## config.mk

```make
export PLATFORM = sky130hd
export DESIGN_NAME = dw_hazard_sequencer
export DESIGN_NICKNAME = d
export VERILOG_FILES = /design/src/rtl/dw_hazard_sequencer.sv
export SDC_FILE = /design/constraint.sdc
export NUM_CORES = 1
export LEC_CHECK = 0
export CORE_AREA = 2 2 54 56
export DETAILED_ROUTE_END_ITERATION = 10
export DIE_AREA = 0 0 56 58
export PLACE_DENSITY = 0.81
export SYNTH_ARGS = -nofsm -noshare
export SYNTH_HDL_FRONTEND = slang
export SYNTH_SLANG_ARGS = --single-unit
```

## constraint.sdc

```tcl
create_clock -name clk -period 3.2 [get_ports clk]
set_input_delay 0.32 -clock clk [delete_from_list [all_inputs] [get_ports clk]]
set_output_delay 0.32 -clock clk [all_outputs]
set_load 0.01 [all_outputs]
```

## src/rtl/dw_hazard_sequencer.sv

```systemverilog
// Decode-stage sequencer: issues the two rounds of LDW/SDW, inserts load-use bubbles,
// flags odd-Rd double-word instructions and counts PC hold cycles.
module dw_hazard_sequencer #(
  parameter int          CNT_W  = 16,
  parameter logic [5:0]  OP_LDW = 6'd8,
  parameter logic [5:0]  OP_SDW = 6'd9
) (
  input  logic             clk,
  input  logic             reset,
  input  logic             id_valid,
  input  logic [5:0]       id_opcode,
  input  logic [4:0]       id_rd,
  input  logic [4:0]       id_rs,
  input  logic [4:0]       id_rt,
  input  logic             ex_memrd,
  input  logic [4:0]       ex_rd,
  input  logic             flush,
  output logic             stall,
  output logic             dw_round2,
  output logic             pc_hold,
  output logic             ifid_hold,
  output logic             bubble,
  output logic             dw_exception,
  output logic             busy,
  output logic             state_dbg,
  output logic [CNT_W-1:0] stall_cnt
);

  typedef enum logic {
    IDLE  = 1'b0,
    DW_R2 = 1'b1
  } state_t;

  localparam logic [CNT_W-1:0] CNT_MAX = '1;
  localparam logic [CNT_W-1:0] CNT_ONE = {{(CNT_W-1){1'b0}}, 1'b1};

  state_t state;
  state_t state_next;

  logic lu_hazard;
  logic is_dw;

  assign lu_hazard = id_valid & ex_memrd & (ex_rd != 5'd0) &
                     ((ex_rd == id_rs) | (ex_rd == id_rt));
  assign is_dw     = id_valid & ((id_opcode == OP_LDW) | (id_opcode == OP_SDW));

  always_ff @(posedge clk or negedge reset) begin
    if (!reset) begin
      state <= IDLE;
    end else begin
      state <= state_next;
    end
  end

  // Outputs are forced low while reset is held so the control unit sees a clean pipe.
  always_comb begin
    state_next   = state;
    stall        = 1'b0;
    dw_round2    = 1'b0;
    pc_hold      = 1'b0;
    ifid_hold    = 1'b0;
    bubble       = 1'b0;
    dw_exception = 1'b0;
    busy         = 1'b0;
    case (state)
      IDLE: begin
        if (flush) begin
          state_next = IDLE;
        end else if (lu_hazard) begin
          bubble    = 1'b1;
          pc_hold   = 1'b1;
          ifid_hold = 1'b1;
        end else if (is_dw && id_rd[0]) begin
          dw_exception = 1'b1;
          bubble       = 1'b1;
        end else if (is_dw) begin
          stall      = 1'b1;
          pc_hold    = 1'b1;
          ifid_hold  = 1'b1;
          state_next = DW_R2;
        end
      end
      DW_R2: begin
        // Round 2 reuses the base register already checked in round 1, so no hazard test here.
        busy       = 1'b1;
        state_next = IDLE;
        if (flush) begin
          bubble = 1'b1;
        end else begin
          dw_round2 = 1'b1;
        end
      end
      default: state_next = IDLE;
    endcase
    if (!reset) begin
      stall        = 1'b0;
      dw_round2    = 1'b0;
      pc_hold      = 1'b0;
      ifid_hold    = 1'b0;
      bubble       = 1'b0;
      dw_exception = 1'b0;
      busy         = 1'b0;
      state_next   = IDLE;
    end
  end

  assign state_dbg = state;

  always_ff @(posedge clk or negedge reset) begin
    if (!reset) begin
      stall_cnt <= '0;
    end else if (pc_hold && (stall_cnt != CNT_MAX)) begin
      stall_cnt <= stall_cnt + CNT_ONE;
    end
  end

endmodule
```

==> summary.md <==
| Metric | Value |
|---|---|
| Final wirelength | 2370 um |
| CP cell instances | clkdlybuf4s50_1, or3_1, o311a_1, and2_1, nor4_1, clkdlybuf4s50_1 |
| Number of max-cap violations | 0 |
| Top-count cell post-synth | dfrtp_1 |
| Cell count after synthesis | 108 |
| Hold Crit Class | input pin to async pin |
| Die Span X | 56 um |
| Final hold violations | 0 |
| CTS root buf | clkbuf_4 |
| Min cycle time layout | 2.94 ns |
| WP data required | 2.88 ns |
| Max stage delay on crit path | 0.62 ns |
| Slew @ Worst Pin | 0.518 ns |
| Maximum vdd drop | 0.155 mV |
| GRT overflow | 0 |
| Mapped Avg Cell Area | 9.93 um^2 |
| Fin. max-slew vios | 0 |
| Lkg Pwr | 0.698 nW |
| Setup tns final | 0 ns |
| RSZ-0062 raised after global routing | no |
| Buf/Inv on CP | 2 |
| Gpl congestion | 0.734 |
| Syn Std Cell Area | 1070 um^2 |
| Die Span Y | 58 um |
| Most common library cells after synthesis | dfrtp_1 (17), xor2_1 (12), xnor2_1 (11) |
| Critical Path Source Type | input pin |
| GRT Util Overall | 14.5% |
| Clock latency on the worst-skew pair | 0.28 ns |
| Post-DRT Antenna Nets | 0 |
| Vias per cell | 5.11 |
| CTS tree | built |
| Synth cell types | 31 |
| Critical path capture point type | primary output |
| Critical Path Fanout Max | 3 |
| EDFF count, synth | 0 |
| Net Sw Frac | 24.6% |
| Layout Utilization | 60.3% |
| Top Ports | 55 |
| Hold Slack | 0.432 ns |
| Area Growth Syn to Fin | 49.7% |
| Final nets | 192 |
| CTS buffer count | 3 |
| CP Class | input pin to primary output |
| Floorplan core area | 2660 um^2 |
| Ant diodes | 0 |
| Share of layout cells above drive strength 1 | 7.55% |
| Std cell rows | 19 |
| CTS Buffer Depth | 2 |
| Routed vias | 970 |
| 1st-pass router iterations | 3 |
| Highest routed metal layer | met4 |
| H-tree depth | 1 |
| Post-route clock period utilization | 92.0% |
| P_sw | 106 uW |
| CTS resizes | 0 |
| Power per Cell Area | 269 nW/um^2 |
| Sink Count | 17 |
| Synth async-reset ratio | 100% |
| Clk network pwr share | 26.5% |
| Power Total | 431 uW |
| # setup viols final | 0 |
| Internal power | 325 uW |
| Seq cells post-synth | 17 |
| First-pass GRT wire length | 3820 um |
| Top FF cell, synth | dfrtp_1 |
| Met3 wire len | 197 um |
| Sequential Power Share | 53.1% |
| Port buffer count | 49 |
| Area contributors post-synth | dfrtp_1 (40%), xor2_1 (9.8%), xnor2_1 (9.0%), nand3_1 (3.3%), nor3_1 (3.3%) |
| Max Clock Freq | 340 MHz |
| Worst path slowest cell | clkdlybuf4s50_1 |
| Die area | 3250 um^2 |
| Sequential share of the synthesized area | 39.7% |
| Met1 WL | 921 um |
| Hold_buf cts | 0 |
| Post-CTS Repair Setup Buffers | 0 |
| Vias in the first global route | 970 |
| Arrival time at the worst endpoint | 2.62 ns |
| DRC | 0 |
| Crit-path leading delay family | buffers and inverters |
| Crit-path most repeated cell | clkdlybuf4s50_1 |
| Area leader, netlist | dfrtp_1 |
| Yosys warns | 0 |
| Initial Util | 40.3% |
| Clock skew | 0.000986 ns |
| Syn nets | 140 |
| Relative slew slack | 65.5% |
| Wire length per cell after detailed routing | 12.5 um |
| Initial drt markers | 20 |
| Synth top area share | 39.7% |
| RR Startpoint | stall_cnt[0]$_DFFE_PN0P_ |
| PnR worst setup slack | 0.256 ns |
| Largest net degree at the start of global routing | 18 |
| Worst setup startpoint | ex_rd[0] |
| WL met2 | 1230 um |
| Pre-CTS setup slack | 0.227 ns |
| Comb power frac | 20.4% |
| Initial antenna violation count | 0 |
| CTS clock-pin slew for the worst setup and hold paths | 0.10 ns |
| Status | finished clean |
| DP HPWL | 1990 um |
## metrics by stage
stage,area (um^2),instances
2_1_floorplan,1070,108
3_3_place_gp,1580,186
3_5_place_dp,1580,186
4_1_cts,1610,190
5_1_grt,1610,190
6_report,1610,190
## cell families (layout without fill, tap and decap cells)
group / after synthesis / in the layout / synth area share [%]
XOR/XNOR: 23 / 23 / 18.8
AO/OA/AOI/OAI: 6 / 6 / 5.48
AND/OR/NAND/NOR: 51 / 51 / 27.9
multiplexers: 2 / 2 / 2.10
buffers and inverters: 8 / 59 / 4.90
adder cells (fa/ha/maj): 1 / 1 / 1.17
flip-flops: 17 / 17 / 39.7
## state kept, by name, summed over array words and instances, names as in the netlist
name / cells
stall_cnt: 16
state_dbg: 1
## cell type report
type / count / area [um^2]
multi-input cells: 83 / 594
flip-flops and latches: 17 / 425
inverters: 4 / 15.0
well taps: 31 / 38.8
fillers: 248 / 1060
clock buffers: 4 / 26.3
repair buffers: 51 / 505
## layer usage
| layer | GRT usage, % | up-vias |
|---|---|---|
| met4 | 3.06 | 0 |
| li1 | - | 480 |
| met1 | 16.2 | 448 |
| met2 | 27.7 | 40 |
| met3 | 3.79 | 2 |
| met5 | 0 | - |
## layout by cell type, fill, tap and decap left out, types with 3 or more instances in the layout
cell             count
xnor2_1             11
nor4_1               3
dfrtp_1             17
clkbuf_4             3
and2_1               3
nor3_1               7
nand2_1              9
clkdlybuf4s50_1     49
nor4b_1              3
nand3_1              7
nor2_1               6
xor2_1              12
inv_1                4
## path summary, 6_finish.rpt
| kind | slack [ns] | endpoint | depth (start not counted) |
|---|---|---|---|
| min reg2reg | 0.50 | stall_cnt[10]$_DFFE_PN0P_ | 1 |
| min | 0.43 | stall_cnt[8]$_DFFE_PN0P_ | 2 |
| max in group asynchronous | 2.58 | stall_cnt[15]$_DFFE_PN0P_ | 2 |
| max reg2reg | 1.07 | stall_cnt[1]$_DFFE_PN0P_ | 6 |
| min in group clk | 0.50 | stall_cnt[10]$_DFFE_PN0P_ | 1 |
| max | 0.26 | stall | 6 |
## power by group through the flow
stage                     Sequential [mW]  Combinational, mW  Clock, mW
final                               0.229             0.0880      0.114
after global routing                0.230             0.0967      0.120
after CTS                           0.229             0.0898      0.115
after detailed placement            0.233             0.0893          0
after global placement              0.233             0.0866          0
after floorplan                     0.236             0.0265          0
Power figures use the tool's default switching activity.
